===== config.mk =====
export PLATFORM = sky130hd
export DESIGN_NAME = ucie_sb_rx_deser_flat
export DESIGN_NICKNAME = d
export VERILOG_FILES = /design/src/rtl/ucie_sb_rx_deser_if.sv /design/src/rtl/ucie_sb_rx_deser.sv /design/src/flat_wrapper.sv
export SDC_FILE = /design/constraint.sdc
export NUM_CORES = 1
export LEC_CHECK = 0
export ABC_CLOCK_PERIOD_IN_PS = 5500
export BUFFER_PORTS_ARGS = -buffer_cell sky130_fd_sc_hd__buf_2
export CAP_MARGIN = 20
export CORE_MARGIN = 8
export CORE_UTILIZATION = 41
export CTS_CLUSTER_DIAMETER = 120
export DETAILED_ROUTE_END_ITERATION = 8
export PLACE_DENSITY = 0.61
export SYNTH_ARGS = -nofsm -noshare
export SYNTH_HDL_FRONTEND = slang
export SYNTH_SLANG_ARGS = --single-unit

===== constraint.sdc =====
create_clock -name i_clk -period 5.5 [get_ports i_clk]
set_input_delay 0.55 -clock i_clk [delete_from_list [all_inputs] [get_ports i_clk]]
set_output_delay 0.55 -clock i_clk [all_outputs]
set_load 0.02 [all_outputs]

===== src/rtl/ucie_sb_rx_deser_if.sv =====
// Sideband receive bundle: remote chunk stream in, buffered message head and status pulses out.
interface ucie_sb_rx_deser_if #(
  parameter int NC         = 32,
  parameter int FIFO_DEPTH = 4
);
  logic                          i_sb_data_valid;
  logic [NC-1:0]                 i_data_received_sb;
  logic                          i_msg_ready;
  logic                          o_msg_valid;
  logic [63:0]                   o_msg_hdr;
  logic [63:0]                   o_msg_data;
  logic                          o_msg_has_data;
  logic                          o_parity_err;
  logic                          o_frame_err;
  logic                          o_overflow;
  logic [$clog2(FIFO_DEPTH):0]   o_fifo_count;

  modport master (
    output i_sb_data_valid, i_data_received_sb, i_msg_ready,
    input  o_msg_valid, o_msg_hdr, o_msg_data, o_msg_has_data,
           o_parity_err, o_frame_err, o_overflow, o_fifo_count
  );

  modport slave (
    input  i_sb_data_valid, i_data_received_sb, i_msg_ready,
    output o_msg_valid, o_msg_hdr, o_msg_data, o_msg_has_data,
           o_parity_err, o_frame_err, o_overflow, o_fifo_count
  );
endinterface


===== src/rtl/ucie_sb_rx_deser.sv =====
// Reassembles 32-bit sideband chunks into hdr/data messages and queues them; UCIE_SB_RX_PARITY_CHK_EN enables CP/DP checking.
// Message visible one cycle after its last chunk; i_msg_ready pops the head, a full FIFO drops new messages with o_overflow.
module ucie_sb_rx_deser #(
  parameter int NC          = 32,
  parameter int FIFO_DEPTH  = 4,
  parameter int GAP_TIMEOUT = 16
) (
  input  logic             i_clk,
  input  logic             i_rst,
  ucie_sb_rx_deser_if.slave sb
);
  localparam int PW = $clog2(FIFO_DEPTH);
  localparam int CW = PW + 1;
  localparam int GW = $clog2(GAP_TIMEOUT + 1);

  localparam logic [1:0] HDR_LO  = 2'd0;
  localparam logic [1:0] HDR_HI  = 2'd1;
  localparam logic [1:0] DATA_LO = 2'd2;
  localparam logic [1:0] DATA_HI = 2'd3;
  localparam logic [4:0] OP_DATA = 5'b11011;

  logic [1:0]    state;
  logic [GW-1:0] gap_cnt;
  logic [31:0]   hdr_lo_q, hdr_hi_q, data_lo_q;
  logic [NC-1:0] chunk_dat;
  logic          chunk;
  logic          gap_expire;
  logic          cmpl, cmpl_has;
  logic [63:0]   cmpl_hdr, cmpl_data;
  logic          par_bad;
  logic          push_req, push, pop, full, ovf;
  logic          frame_err_q, parity_err_q, overflow_q;

  logic [63:0]   hdr_mem  [FIFO_DEPTH];
  logic [63:0]   data_mem [FIFO_DEPTH];
  logic          has_mem  [FIFO_DEPTH];
  logic [PW-1:0] wr_ptr, rd_ptr;
  logic [CW-1:0] count;

  assign chunk     = sb.i_sb_data_valid;
  assign chunk_dat = sb.i_data_received_sb;
  assign gap_expire = (state != HDR_LO) && !chunk && (gap_cnt == GW'(GAP_TIMEOUT - 1));

  always_comb begin
    cmpl      = 1'b0;
    cmpl_has  = 1'b0;
    cmpl_hdr  = {hdr_hi_q, hdr_lo_q};
    cmpl_data = '0;
    if (chunk && state == HDR_HI && hdr_lo_q[4:0] != OP_DATA) begin
      cmpl     = 1'b1;
      cmpl_hdr = {chunk_dat[31:0], hdr_lo_q};
    end else if (chunk && state == DATA_HI) begin
      cmpl      = 1'b1;
      cmpl_has  = 1'b1;
      cmpl_data = {chunk_dat[31:0], data_lo_q};
    end
  end

`ifdef UCIE_SB_RX_PARITY_CHK_EN
  // CP covers hdr[62:0] so the whole header XORs to 0; DP covers the payload
  assign par_bad = cmpl && ((^cmpl_hdr) || (cmpl_has && (cmpl_hdr[62] != ^cmpl_data)));
`else
  assign par_bad = 1'b0;
`endif

  assign full     = (count == CW'(FIFO_DEPTH));
  assign pop      = (count != '0) && sb.i_msg_ready;
  assign push_req = cmpl && !par_bad;
  assign push     = push_req && (!full || pop);
  assign ovf      = push_req && full && !pop;

  always_ff @(posedge i_clk or posedge i_rst) begin
    if (i_rst) begin
      state       <= HDR_LO;
      gap_cnt     <= '0;
      hdr_lo_q    <= '0;
      hdr_hi_q    <= '0;
      data_lo_q   <= '0;
      frame_err_q <= 1'b0;
    end else begin
      frame_err_q <= gap_expire;
      if (chunk) begin
        gap_cnt <= '0;
        case (state)
          HDR_LO:  begin hdr_lo_q  <= chunk_dat[31:0]; state <= HDR_HI;  end
          HDR_HI:  begin
            hdr_hi_q <= chunk_dat[31:0];
            state    <= (hdr_lo_q[4:0] == OP_DATA) ? DATA_LO : HDR_LO;
          end
          DATA_LO: begin data_lo_q <= chunk_dat[31:0]; state <= DATA_HI; end
          default: state <= HDR_LO;
        endcase
      end else if (state == HDR_LO) begin
        gap_cnt <= '0;
      end else if (gap_expire) begin
        state   <= HDR_LO;
        gap_cnt <= '0;
      end else begin
        gap_cnt <= gap_cnt + GW'(1);
      end
    end
  end

  // Storage is not reset; the outputs are masked by occupancy instead
  always_ff @(posedge i_clk) begin
    if (push) begin
      hdr_mem[wr_ptr]  <= cmpl_hdr;
      data_mem[wr_ptr] <= cmpl_data;
      has_mem[wr_ptr]  <= cmpl_has;
    end
  end

  always_ff @(posedge i_clk or posedge i_rst) begin
    if (i_rst) begin
      wr_ptr       <= '0;
      rd_ptr       <= '0;
      count        <= '0;
      parity_err_q <= 1'b0;
      overflow_q   <= 1'b0;
    end else begin
      parity_err_q <= par_bad;
      overflow_q   <= ovf;
      if (push) wr_ptr <= wr_ptr + PW'(1);
      if (pop)  rd_ptr <= rd_ptr + PW'(1);
      if (push && !pop)      count <= count + CW'(1);
      else if (pop && !push) count <= count - CW'(1);
    end
  end

  assign sb.o_msg_valid    = (count != '0);
  assign sb.o_msg_hdr      = sb.o_msg_valid ? hdr_mem[rd_ptr]  : '0;
  assign sb.o_msg_data     = sb.o_msg_valid ? data_mem[rd_ptr] : '0;
  assign sb.o_msg_has_data = sb.o_msg_valid ? has_mem[rd_ptr]  : 1'b0;
  assign sb.o_parity_err   = parity_err_q;
  assign sb.o_frame_err    = frame_err_q;
  assign sb.o_overflow     = overflow_q;
  assign sb.o_fifo_count   = count;
endmodule


===== src/flat_wrapper.sv =====
// flat-port wrapper written by rule: the top's interface ports become plain ports
module ucie_sb_rx_deser_flat 
#(
  parameter int NC          = 32,
  parameter int FIFO_DEPTH  = 4,
  parameter int GAP_TIMEOUT = 16
)
  (i_clk, i_rst, sb_i_sb_data_valid, sb_i_data_received_sb, sb_i_msg_ready, sb_o_msg_valid, sb_o_msg_hdr, sb_o_msg_data, sb_o_msg_has_data, sb_o_parity_err, sb_o_frame_err, sb_o_overflow, sb_o_fifo_count);
  ucie_sb_rx_deser_if #(.NC(NC), .FIFO_DEPTH(FIFO_DEPTH)) sb_i ();
  input  logic i_clk;
  input  logic i_rst;
  input wire logic [$bits(sb_i.i_sb_data_valid)-1:0] sb_i_sb_data_valid;
  input wire logic [$bits(sb_i.i_data_received_sb)-1:0] sb_i_data_received_sb;
  input wire logic [$bits(sb_i.i_msg_ready)-1:0] sb_i_msg_ready;
  output wire logic [$bits(sb_i.o_msg_valid)-1:0] sb_o_msg_valid;
  output wire logic [$bits(sb_i.o_msg_hdr)-1:0] sb_o_msg_hdr;
  output wire logic [$bits(sb_i.o_msg_data)-1:0] sb_o_msg_data;
  output wire logic [$bits(sb_i.o_msg_has_data)-1:0] sb_o_msg_has_data;
  output wire logic [$bits(sb_i.o_parity_err)-1:0] sb_o_parity_err;
  output wire logic [$bits(sb_i.o_frame_err)-1:0] sb_o_frame_err;
  output wire logic [$bits(sb_i.o_overflow)-1:0] sb_o_overflow;
  output wire logic [$bits(sb_i.o_fifo_count)-1:0] sb_o_fifo_count;
  assign sb_i.i_sb_data_valid = sb_i_sb_data_valid;
  assign sb_i.i_data_received_sb = sb_i_data_received_sb;
  assign sb_i.i_msg_ready = sb_i_msg_ready;
  assign sb_o_msg_valid = sb_i.o_msg_valid;
  assign sb_o_msg_hdr = sb_i.o_msg_hdr;
  assign sb_o_msg_data = sb_i.o_msg_data;
  assign sb_o_msg_has_data = sb_i.o_msg_has_data;
  assign sb_o_parity_err = sb_i.o_parity_err;
  assign sb_o_frame_err = sb_i.o_frame_err;
  assign sb_o_overflow = sb_i.o_overflow;
  assign sb_o_fifo_count = sb_i.o_fifo_count;
  ucie_sb_rx_deser #(.NC(NC), .FIFO_DEPTH(FIFO_DEPTH), .GAP_TIMEOUT(GAP_TIMEOUT)) u_core (.i_clk(i_clk), .i_rst(i_rst), .sb(sb_i));
endmodule

==> results.toml <==
[critical_path]
rr_worst_depth = 4
startpoint_type = "flip-flop"
cp-endpoint = "sb_o_msg_hdr[4]"
critical_path_class = "reg2out"
regToRegSetupSlack_ns = 2.42
endpoint_kind = "output pin"
cp-startpoint = "u_core.rd_ptr[1]"
slowest_stage = "buf_4"
crit_path_cell_trace = "buf_4, mux4_2, and2_1, buf_2"
crit_cells = 4
cp.arrival_ns = 2.68
cpLargestDelayFamily = "buffers and inverters"
crit_required_ns = 4.95
r2r-start = "u_core.hdr_lo_q[1]"
cp_max_fo = 52
regToRegEndpoint = "u_core.data_mem[1][12]"
cpPeakStageDelay_ns = 0.68
crit_buf_inv = 2

[floorplanning]
coreArea_um2 = 59900
fp.dieW_um = 261
die_h_um = 261
row_count = 90
ioPinCount = 172
dieArea_um2 = 68300
start_util = 0.412

[cts]
cts_inserted_buffers = 66
clkSinkCount = 628
cts_setup_buffers = 0
cts_root_buf = "clkbuf_16"
cts_tree = "yes"
clock_latency_ns = 0.59
clk_pin_slew_ns = 0.06
clockBufferDepth = 3
cts.repair.resized = 0
cts_hold_buf = 0
htree_levels = 3

[drt]
dr.pass1.iters = 7
routed_via_density = 5.17
postRouteAntennaNets = 0
routed_wl_mm = 51.9
drc = 0
drtIter0Drc = 798
vias = 11534
wire_per_inst_um = 23.3

[global_routing]
grt_usage = 0.154
grt_pass1_wl_mm = 78.7
antenna_found_initial = 3
grt_pass1_vias = 12454
grt_max_degree = 74
grt-ovfl-total = 0

[sta]
finalSetupViolCount = 0
fin_worst_skew_ns = 0.0179
slew_viol_final = 0
slew_headroom = 0.325
max_clock_freq_mhz = 310
final_hold_viol_count = 0
fin_hold_ws_ns = 0.0495
layout_min_cycle_time_ns = 3.23
setup-tns-final_ns = 0
finalCritPeriodShare = 0.587
tightest_slew_ns = 1.01
rsz0062_at_grt = "false"

[synth]
synth_nets = 1244
yosysTopAreaCell = "edfxtp_1"
synth-seq-area-share = 0.742
avgSynthCellArea_um2 = 20.5
synth-seq-cells = 628
synth_warnings = 0
synth.cell_area_um2 = 24700
ys_types = 35
synth_area_leaders = "edfxtp_1 (63%), mux4_2 (12%), dfrtp_1 (11%)"
syn_inst = 1201
synth_top_area_share = 0.628

[flow_run]
max_cap_violations = 0

[place]
place_congestion = 0.687
dpl.hpwl_mm = 29.8
port_buffers = 170

[cells_and_area]
drive_gt1_frac = 0.360
nets = 1437
syn2layout_area_growth_pct = 15.5

[power]
power_mw = 15.4
powerDensity_nw_per_um2 = 541
ir_worst_vdd_mv = 0.489
power_leakage_nw = 9.90

[outcome]
outcome = "finished, final reports clean"

[min_path]
hp-class = "in2async"
[routing by layer]
layer	global-route usage	vias up	part of all wire
met4	0.0370	0	0.015
met2	0.262	252	0.51
met5	0	-	0
met3	0.0317	58	0.044
li1	-	5099	-
met1	0.203	6125	0.43
[power breakdown]
part	switching [mW]	leakage (nW)	internal, mW	total [mW]
clock	1.75	1.01	2.45	4.19
combinational	2.83	2.88	2.09	4.92
sequential	0.283	6.02	6.01	6.30
[cell families after synthesis]
family | share of synthesized area
buffers and inverters | 0.0160
and+or+nand+nor | 0.0558
AOI/OAI and AO/OA | 0.00223
adders and majority gates | 0.00386
DFF | 0.742
other | 0.000152
muxes | 0.177
xor gates and xnor gates | 0.00284
[flip-flops by register name (all words and copies together), names as in the netlist]
register and count:
u_core.has_mem 4, u_core.hdr_mem 256, u_core.sb.o_fifo_count 3, u_core.hdr_hi_q 32, u_core.data_mem 256, u_core.data_lo_q 32, u_core.gap_cnt 5, u_core.wr_ptr 2
u_core.sb.o_overflow 1, u_core.hdr_lo_q 32, u_core.sb.o_frame_err 1, u_core.rd_ptr 2, u_core.state 2
[cell type report]
cell class / count / area, um^2
flip-flops and latches: 628 / 18300
inverters: 5 / 23.8
well taps: 782 / 978
diodes: 3 / 7.51
fillers: 5045 / 31400
clock inverters: 30 / 203
repair buffers: 190 / 1120
multi-input cells: 503 / 6000
clock buffers: 90 / 1850
[through the flow]
stage | setup WS [ns] | instance area, um^2 | instances | util
3_3_place_gp | 2.27 | 26400 | 2106 | 0.440
6_report | 2.27 | 28500 | 2231 | 0.476
2_1_floorplan | 0.876 | 24700 | 1201 | -
4_1_cts | 2.20 | 28500 | 2228 | 0.475
5_1_grt | 2.07 | 28500 | 2228 | 0.475
3_5_place_dp | 2.24 | 26400 | 2108 | 0.441
[synthesized netlist by cell type, drive strengths merged]
cell	instances
clkbuf	22
o221ai	1
nand3b	1
o21bai	1
xor2	3
inv	5
nor2b	1
buf	43
and2	198
mux2	130
fa	1
nor2	5
nand2	5
a311oi	1
ha	6
dfrtp	112
mux4	129
nand3	3
edfxtp	516
or3	1
xnor2	5
or2	1
nor3b	1
a21oi	1
and4b	2
nor3	3
conb	1
a21o	1
nor4b	1
o21a	1
[layout by cell type (no fill, tap or decap), drive strengths merged, types with 2 or more instances in the layout]
| master | instances |
|---|---|
| clkbuf | 90 |
| xor2 | 3 |
| bufinv | 2 |
| and4b | 2 |
| diode | 3 |
| xnor2 | 5 |
| ha | 6 |
| mux4 | 129 |
| buf | 190 |
| edfxtp | 516 |
| clkinv | 25 |
| nor2 | 5 |
| nand3 | 3 |
| dfrtp | 112 |
| and2 | 198 |
| inv | 7 |
| nor3 | 3 |
| nand2 | 5 |
| mux2 | 130 |
[worst min-delay path by stage]
stage,from,endpoint,slack [ns],cells past startpoint
2_1_floorplan,u_core.gap_cnt[4],u_core.sb.o_frame_err,0.43,1
3_3_place_gp,u_core.gap_cnt[4],u_core.sb.o_frame_err,0.44,1
3_5_place_dp,u_core.gap_cnt[4],u_core.sb.o_frame_err,0.45,1
4_1_cts,i_rst,u_core.hdr_hi_q[19],0.05,2
5_1_grt,i_rst,u_core.hdr_lo_q[22],0.07,2
6_report,i_rst,u_core.hdr_lo_q[22],0.05,2
Power figures use the tool's default switching activity.
